===== src/rtl/rtype_sequencer_pkg.sv =====
// ---------------------------------------------------------------------------
// rtype_sequencer_pkg
// Shared definitions for the R-type instruction sequencer and the blocks that
// sit next to it (register-file/ALU stage, top-level wrappers).
//   state_t            : sequencer FSM states
//   OP_RTYPE           : primary opcode of every R-type instruction
//   ALUOP_RTYPE/ADD    : ALU-control selector values
//   HALT_WORD_DEFAULT  : instruction encoding that stops execution
//   sat_inc16()        : 16-bit saturating increment used by the counters
// ---------------------------------------------------------------------------
package rtype_sequencer_pkg;

    typedef enum logic [2:0] {
        ST_IDLE   = 3'd0,
        ST_FETCH  = 3'd1,
        ST_DECODE = 3'd2,
        ST_EXEC   = 3'd3,
        ST_WB     = 3'd4,
        ST_HALT   = 3'd5
    } state_t;

    localparam logic [5:0]  OP_RTYPE          = 6'b000000;
    localparam logic [1:0]  ALUOP_RTYPE       = 2'b10;
    localparam logic [1:0]  ALUOP_ADD         = 2'b00;
    localparam logic [31:0] HALT_WORD_DEFAULT = 32'hFFFF_FFFF;

    // Counters stick at all-ones instead of wrapping to zero.
    function automatic logic [15:0] sat_inc16(input logic [15:0] value);
        return (value == 16'hFFFF) ? value : value + 16'd1;
    endfunction

endpackage


===== src/rtl/rtype_sequencer.sv =====
// ---------------------------------------------------------------------------
// rtype_sequencer
// Multi-cycle sequencer that walks an instruction memory from address 0,
// decodes R-type instructions and steers an external register-file/ALU stage.
// Each instruction takes FETCH -> DECODE -> EXEC -> WB (4 cycles). Execution
// stops on HALT_WORD or after the last memory word; PC never wraps.
//
// Ports
//   clock, reset            : single clock, synchronous active-high reset
//   start                   : one-cycle request to run from PC 0 (IDLE/HALT)
//   imem_addr / imem_data   : instruction memory (combinational read)
//   Read1, Read2, WriteReg  : register-file addresses (rs, rt, rd)
//   WriteData, RegWrite     : write-back value and one-cycle write enable
//   FuncCode, ALUOp         : funct field and ALU-control selector
//   ALUOut, Zero            : result and zero flag from the ALU stage
//   busy, done, illegal     : status (illegal is sticky until next start)
//   instr_count, zero_count : saturating statistics counters
// ---------------------------------------------------------------------------
module rtype_sequencer
    import rtype_sequencer_pkg::*;
#(
    parameter int          IMEM_DEPTH = 64,
    parameter logic [31:0] HALT_WORD  = HALT_WORD_DEFAULT,
    localparam int         PC_W       = (IMEM_DEPTH > 1) ? $clog2(IMEM_DEPTH) : 1
) (
    input  logic            clock,
    input  logic            reset,
    input  logic            start,
    output logic [PC_W-1:0] imem_addr,
    input  logic [31:0]     imem_data,
    output logic [5:0]      Read1,
    output logic [5:0]      Read2,
    output logic [5:0]      WriteReg,
    output logic [31:0]     WriteData,
    output logic            RegWrite,
    output logic [5:0]      FuncCode,
    output logic [1:0]      ALUOp,
    input  logic [31:0]     ALUOut,
    input  logic            Zero,
    output logic            busy,
    output logic            done,
    output logic            illegal,
    output logic [15:0]     instr_count,
    output logic [15:0]     zero_count
);

    localparam logic [PC_W-1:0] PC_LAST = PC_W'(IMEM_DEPTH - 1);

    state_t          state_reg, state_next;
    logic [PC_W-1:0] pc_reg, pc_next;
    logic [31:0]     ir_reg, ir_next;
    logic [31:0]     result_reg, result_next;
    logic [15:0]     instr_count_reg, instr_count_next;
    logic [15:0]     zero_count_reg, zero_count_next;
    logic            illegal_reg, illegal_next;

    // Instruction fields, held in IR from DECODE through WB.
    logic [5:0] ir_opcode;
    logic [4:0] ir_rs, ir_rt, ir_rd;
    logic [5:0] ir_funct;
    logic       ir_is_rtype;

    assign ir_opcode   = ir_reg[31:26];
    assign ir_rs       = ir_reg[25:21];
    assign ir_rt       = ir_reg[20:16];
    assign ir_rd       = ir_reg[15:11];
    assign ir_funct    = ir_reg[5:0];
    // The halt word never reaches EXEC/WB, so an opcode check is enough here.
    assign ir_is_rtype = (ir_opcode == OP_RTYPE);

    // -----------------------------------------------------------------------
    // State register
    // -----------------------------------------------------------------------
    always_ff @(posedge clock) begin
        if (reset) begin
            state_reg       <= ST_IDLE;
            pc_reg          <= '0;
            ir_reg          <= '0;
            result_reg      <= '0;
            instr_count_reg <= '0;
            zero_count_reg  <= '0;
            illegal_reg     <= 1'b0;
        end else begin
            state_reg       <= state_next;
            pc_reg          <= pc_next;
            ir_reg          <= ir_next;
            result_reg      <= result_next;
            instr_count_reg <= instr_count_next;
            zero_count_reg  <= zero_count_next;
            illegal_reg     <= illegal_next;
        end
    end

    // -----------------------------------------------------------------------
    // Next-state logic
    // -----------------------------------------------------------------------
    always_comb begin
        state_next       = state_reg;
        pc_next          = pc_reg;
        ir_next          = ir_reg;
        result_next      = result_reg;
        instr_count_next = instr_count_reg;
        zero_count_next  = zero_count_reg;
        illegal_next     = illegal_reg;

        unique case (state_reg)
            // Start is only honoured while stopped; a run always begins at PC 0
            // with fresh statistics.
            ST_IDLE, ST_HALT: begin
                if (start) begin
                    state_next       = ST_FETCH;
                    pc_next          = '0;
                    instr_count_next = '0;
                    zero_count_next  = '0;
                    illegal_next     = 1'b0;
                end
            end

            ST_FETCH: begin
                ir_next    = imem_data;
                state_next = ST_DECODE;
            end

            ST_DECODE: begin
                if (ir_reg == HALT_WORD) begin
                    state_next = ST_HALT;
                end else if (ir_is_rtype) begin
                    state_next = ST_EXEC;
                end else begin
                    // Unsupported opcode: flag it and retire without a write.
                    illegal_next = 1'b1;
                    state_next   = ST_WB;
                end
            end

            ST_EXEC: begin
                result_next = ALUOut;
                if (Zero) begin
                    zero_count_next = sat_inc16(zero_count_reg);
                end
                state_next = ST_WB;
            end

            ST_WB: begin
                instr_count_next = sat_inc16(instr_count_reg);
                if (pc_reg == PC_LAST) begin
                    state_next = ST_HALT;
                end else begin
                    pc_next    = pc_reg + PC_W'(1);
                    state_next = ST_FETCH;
                end
            end

            default: begin
                state_next = ST_IDLE;
            end
        endcase
    end

    // -----------------------------------------------------------------------
    // Outputs
    // -----------------------------------------------------------------------
    assign imem_addr = pc_reg;
    assign Read1     = {1'b0, ir_rs};
    assign Read2     = {1'b0, ir_rt};
    assign WriteReg  = {1'b0, ir_rd};
    assign FuncCode  = ir_funct;
    assign WriteData = result_reg;

    // Writes to register 0 are suppressed; illegal instructions never write.
    assign RegWrite = (state_reg == ST_WB) && ir_is_rtype && (ir_rd != 5'd0);

    always_comb begin
        ALUOp = ALUOP_ADD;
        if (ir_is_rtype &&
            ((state_reg == ST_DECODE) || (state_reg == ST_EXEC) || (state_reg == ST_WB))) begin
            ALUOp = ALUOP_RTYPE;
        end
    end

    assign busy        = (state_reg == ST_FETCH) || (state_reg == ST_DECODE) ||
                         (state_reg == ST_EXEC)  || (state_reg == ST_WB);
    assign done        = (state_reg == ST_HALT);
    assign illegal     = illegal_reg;
    assign instr_count = instr_count_reg;
    assign zero_count  = zero_count_reg;

endmodule


===== config.mk =====
export PLATFORM = sky130hd
export DESIGN_NAME = rtype_sequencer
export DESIGN_NICKNAME = d
export VERILOG_FILES = /design/src/rtl/rtype_sequencer_pkg.sv /design/src/rtl/rtype_sequencer.sv
export SDC_FILE = /design/constraint.sdc
export NUM_CORES = 1
export LEC_CHECK = 0
export CAP_MARGIN = 30
export CORE_ASPECT_RATIO = 1.2
export CORE_MARGIN = 2
export CORE_UTILIZATION = 48
export DETAILED_ROUTE_END_ITERATION = 12
export GPL_TIMING_DRIVEN = 0
export MAX_ROUTING_LAYER = met4
export PLACE_DENSITY = 0.89
export SETUP_SLACK_MARGIN = 0.5
export SYNTH_ARGS = -nofsm -noshare
export SYNTH_HDL_FRONTEND = slang
export SYNTH_SLANG_ARGS = --single-unit
export TNS_END_PERCENT = 50

===== constraint.sdc =====
create_clock -name clock -period 4.4 [get_ports clock]
set_input_delay 0.88 -clock clock [delete_from_list [all_inputs] [get_ports clock]]
set_output_delay 0.88 -clock clock [all_outputs]
set_load 0.05 [all_outputs]

# After elaboration in Yosys (flattened, before gate mapping)
# Index checks and enable logic that the tools add are counted.
# classes
add_sub_neg	3
n_eq_ne	16
n_mux	19
n_reduce_logical	19
# ops
op	n
16-bit 2-to-1 mux	4
16-bit case mux with 2 select lines	2
16-bit by 1-bit adder with 16-bit output, second input constant	2
16-bit equality test, second input constant	2
32-bit equality test, second input constant	1
3-bit case mux with 5 select lines	1
2-bit != test, second input constant	7
3-bit 2-to-1 mux	4
6-bit 2-to-1 mux	2
6-bit case mux with 2 select lines	1
4-bit AND reduction	2
6-bit by 1-bit adder with 6-bit output, second input constant	1
3-bit by 2-bit equality test with 1-bit output, second input constant	2
3-bit equality test, second input constant	2
6-bit equality test, second input constant	1
6-bit zero test	1
3-bit AND reduction	2
2-bit nonzero test	3
1-bit logical OR	5
5-bit nonzero test	1
3-bit by 1-bit equality test with 1-bit output, second input constant	1
1-bit logical AND	3
3-bit zero test	1
1-bit 2-to-1 mux	3
3 further kinds	3
# word_totals
regBits	106
in_bits	68
output_inout_bits	100
word_cells	64

# Logic depth before layout (Yosys ltp)
# depth
ltp_word	5
mapped_depth	8
mapped_depth_nobuf	6

# Worst setup path before layout
# Ideal clock, no wire load.
# synth_path
kind	register -> output
start	reg state_reg[1]
end	out RegWrite
arrival_time_ns	1.935
t_required_ns	3.520
setup_slack_ns	1.585
path_stages_with_launch	5
path_buffers	1
path_cell_list	dfxtp_1 -> clkbuf_1 -> nor2_1 -> nand2_1 -> nor3_1
# synth_between
elab_chain_cells	3
# synth_rtl
element	line	text
start, declared	rtype_sequencer.sv:49	state_t state_reg, state_next;
start signal, assigned	rtype_sequencer.sv:84	state_reg <= state_next;
3-bit equality test	rtype_sequencer.sv:171	assign RegWrite = (state_reg == ST_WB) && ir_is_rtype && (ir_rd != 5'd0);
1-bit logical AND (2 in series)	rtype_sequencer.sv:171	
end, declared	rtype_sequencer.sv:35	output logic RegWrite,
# No other way between the ends.

# Final worst setup path
# Ends and elaborated chain as after synthesis.

==> impl.org <==
** Timing
- The smallest clock period supported by the final layout is computed as around 3.4 ns.
- Slew @ Worst Pin :: approximately 0.66 ns
- Remaining max-slew budget at the tightest pin :: 0.557
- Number of setup violations in the final report :: 0
- Setup repair after global routing left no endpoint under its margin.
- The count of endpoints failing hold in the final timing report came to 0.
- For this run, the top clock speed supported by timing is ~300 MHz.
- Share of the cycle needed by the critical path after routing :: 0.764
- Across the routed clock network, the largest skew measured is between 0.01 and 0.015 ns.
- Final slew viol count :: 0
- After routing, the total negative slack on setup checks comes to 0 ns.

** GRT
- Entering global routing, the biggest net connects 16 pins.
- GR Util met1 :: 0.286
- Grt met3 use :: 0.0501
- Number of global-route vias before repair :: 4477
- M2 GR Usage :: 0.438
- The initial antenna violation count came to 0.
- All-layer global routing usage :: 0.253
- GRT overflow :: 0
- The global routing stage identified its most utilized layer as met2.
- Wire length of the first global-routing pass :: 20800 um

** Yosys
- Average cell area after synthesis :: ~8 um^2
- Flops & latches, synth :: 106
- Counting flops with a built-in enable in the synthesized netlist gives 0.
- Counting distinct cell types in the post-synthesis netlist gives between 40 and 50.
- For this run, the number of Yosys warnings is 0.
- Counting every instance in the synthesized netlist gives 575.
- Of all flip-flops after synthesis, the portion carrying an async set or reset was 0.
- Of the synthesized area, sequential elements account for 0.460.
- Most frequently used flop master after synthesis :: sky130_fd_sc_hd__dfxtp_1
- Post-Syn Area :: between 0.004 and 0.005 mm^2

** Floorplanning
- Chip height :: roughly 110 um
- In this run the standard cell core region covers about 0.0094 mm^2.
- Row generation in the floorplan step produced 39 rows.
- around 170 I/O pins were placed.
- Die Span X :: just over 90 um
- For this configuration, the core starts out at a cell density of 0.489.
- Die Outline Area :: approximately 0.010 mm^2

** Route
- The final route contains 4637 vias.
- The count of nets left with antenna violations once routing finished came out at 0.
- Initial DRT Pass Iterations :: 4
- Wirelength, routed :: between 10000 and 15000 um
- In the routed layout, each cell is associated on average with a via count of approximately 5.3.
- Dividing the detail-routed wire length by the instance count gives roughly 14 um.
- Violation count after the first detailed-route iteration :: around 160
- # DRC :: 0

** CTS
- Count of hold buffers inserted by post-cts repair :: 0
- The tree built by TritonCTS fans out to 106 sinks.
- Num CTS Buffers :: 9
- For the worst-skew pair, the clock arrives at the later sink with an insertion delay of about 0.34 ns.
- After clock tree synthesis, the setup repair step added 0 buffers.
- Counting along the longest clock path gives a buffer depth of 2.
- In this run, post-CTS repair resized a total of 0 instances.
- CTS tree :: built
- In this run the number of H-tree levels came out at 3.
- Cell at the root of the clock tree :: sky130_fd_sc_hd__clkbuf_16
- Clock-pin slew reported for the worst setup and hold paths after clock tree synthesis :: ~0.07 ns

** Placement
- During placement, the flow inserted port buffers numbering around 160.
- After legalization and detailed placement, the total HPWL measured 9630 um.
- Routability-driven placement congestion ratio :: about 0.87

** Setup path
- Delay of the slowest critical-path stage :: around 0.87 ns
- Critical path class :: flop to output pin
- STA puts the critical path data required time at around 3.5 ns.
- Slowest stage cell, crit path :: sky130_fd_sc_hd__clkdlybuf4s50_1
- Worst Path Max Fanout :: 10
- Capturing element type of the critical path :: output pin
- The worst setup path is launched from a flop.
- Ordered cell list for the critical path :: clkbuf_1, nor2_1, nand2_1, nor3_1, clkdlybuf4s50_1
- STA puts the critical path data arrival time at about 2.5 ns.

** Cells and area
- Of the cells placed in the final design, the portion with a size suffix greater than 1 is 0.0701.
- Measured on the finished design, the core utilization comes to 0.714.
- Diodes inserted :: 0
- Layout net count :: between 800 and 900
- P&R area growth vs syn :: 45.9%

** Pwr
- The worst-case IR drop observed on VDD is 258 uV.
- For this design the ratio of total power to cell area is approximately 360 mW/mm^2.
- For this design the static power due to leakage is around 2.3 nW.

** Status
- The flow ran to the end, and the final reports show no timing, DRC or antenna violations.

** Hold path
- The worst hold path belongs to the class flop to flop.

** Flow run
- Max cap viols :: 0
[cell usage after synthesis (4+ instances only)]
| cell | number | share of area |
|---|---|---|
| sky130_fd_sc_hd__buf_4 | 27 | 0.044 |
| sky130_fd_sc_hd__nand2b_1 | 4 | 0.0054 |
| sky130_fd_sc_hd__or3_1 | 7 | 0.0095 |
| sky130_fd_sc_hd__nand2_1 | 150 | 0.12 |
| sky130_fd_sc_hd__nor2_1 | 35 | 0.029 |
| sky130_fd_sc_hd__and4_1 | 6 | 0.011 |
| sky130_fd_sc_hd__nand3_1 | 12 | 0.013 |
| sky130_fd_sc_hd__clkbuf_1 | 26 | 0.021 |
| sky130_fd_sc_hd__a21oi_1 | 77 | 0.084 |
| sky130_fd_sc_hd__o211ai_1 | 8 | 0.013 |
| sky130_fd_sc_hd__o21a_1 | 4 | 0.0065 |
| sky130_fd_sc_hd__dfxtp_1 | 106 | 0.46 |
| sky130_fd_sc_hd__nor3_1 | 7 | 0.0076 |
| sky130_fd_sc_hd__xor2_1 | 16 | 0.030 |
| sky130_fd_sc_hd__nand4_1 | 20 | 0.027 |
| sky130_fd_sc_hd__or4_1 | 6 | 0.0098 |
| sky130_fd_sc_hd__inv_1 | 5 | 0.0041 |
| sky130_fd_sc_hd__and3_1 | 6 | 0.0081 |
| sky130_fd_sc_hd__o21ai_0 | 9 | 0.0098 |
[per-layer routing]
metal	vias up	wire length, um
li1	2306	-
met1	2171	5150
met2	144	6590
met3	16	697
met4	0	247
met5	-	0
[final cells by class]
| class | instances | area, um^2 |
|---|---|---|
| Timing Repair Buffer | 163 | 1630 |
| Buffer | 57 | 327 |
| Clock inverter | 2 | 60.1 |
| Sequential cell | 106 | 2120 |
| Tap cell | 123 | 154 |
| Multi-Input combinational cell | 410 | 2150 |
| Clock buffer | 13 | 260 |
| Fill cell | 700 | 2690 |
| Inverter | 5 | 18.8 |
[cell families after synthesis]
group,Yosys count,synth area share
flops,106,0.460
other cells,1,0.000814
mux,2,0.00434
compound gates,116,0.149
xor+xnor,19,0.0402
fa+ha+maj,3,0.00815
simple gates,266,0.262
buf+inv,62,0.0749
[where the power goes]
| group | internal (mW) | switching (mW) |
|---|---|---|
| sequential | 1.00 | 0.0364 |
| combinational | 0.202 | 0.318 |
| clock | 0.527 | 0.329 |
| total | 1.73 | 0.683 |
[final timing paths]
kind / from / slack [ns] / to / depth (start not counted)
max: state_reg[1] / 1.04 / RegWrite / 5
min: WriteData[26] / 0.45 / WriteData[26] / 2
max reg2reg: instr_count[0] / 2.29 / instr_count[8] / 8
min reg2reg: WriteData[26] / 0.45 / WriteData[26] / 2
[per-stage QoR]
step                instance area, um^2  setup slack, ns  power [mW]  instances  hold slack [ns]
detailed placement                 6400             1.42        1.58        864            0.447
floorplan                          4620             1.59        1.39        578            0.436
CTS                                6730             1.04        2.43        879            0.456
global route                       6730            0.861        2.51        879            0.477
global placement                   6400             1.45        1.57        864            0.442
finish                             6730             1.04        2.42        879            0.454
[placed cells by master (no fill, tap or decap), types with 3 or more instances in the layout]
cell                              instances
sky130_fd_sc_hd__nor2_1                  35
sky130_fd_sc_hd__o21a_1                   4
sky130_fd_sc_hd__conb_1                   4
sky130_fd_sc_hd__or3_1                    7
sky130_fd_sc_hd__nand4_1                 20
sky130_fd_sc_hd__a311oi_1                 3
sky130_fd_sc_hd__xor2_1                  16
sky130_fd_sc_hd__o21ai_0                  9
sky130_fd_sc_hd__nor3_1                   7
sky130_fd_sc_hd__nand2_1                150
sky130_fd_sc_hd__inv_1                    5
sky130_fd_sc_hd__buf_4                   27
sky130_fd_sc_hd__and3_1                   6
sky130_fd_sc_hd__dfxtp_1                106
sky130_fd_sc_hd__o2111ai_1                3
sky130_fd_sc_hd__clkbuf_1                28
sky130_fd_sc_hd__nor4_1                   3
sky130_fd_sc_hd__nand3_1                 12
sky130_fd_sc_hd__clkdlybuf4s50_1        163
sky130_fd_sc_hd__clkbuf_16                9
sky130_fd_sc_hd__nand2b_1                 4
sky130_fd_sc_hd__buf_2                    3
sky130_fd_sc_hd__o211ai_1                 8
sky130_fd_sc_hd__a21oi_1                 77
sky130_fd_sc_hd__ha_1                     3
sky130_fd_sc_hd__and4_1                   6
sky130_fd_sc_hd__or4_1                    6
[worst max-delay path: cells and delay by family, from the launching register on]
family	cells	cell delay (ns)
AND/OR/NAND/NOR	3	0.71
buffers and inverters	2	1.11
flip-flops	1	0.32
(Power assumes the default switching activity.)
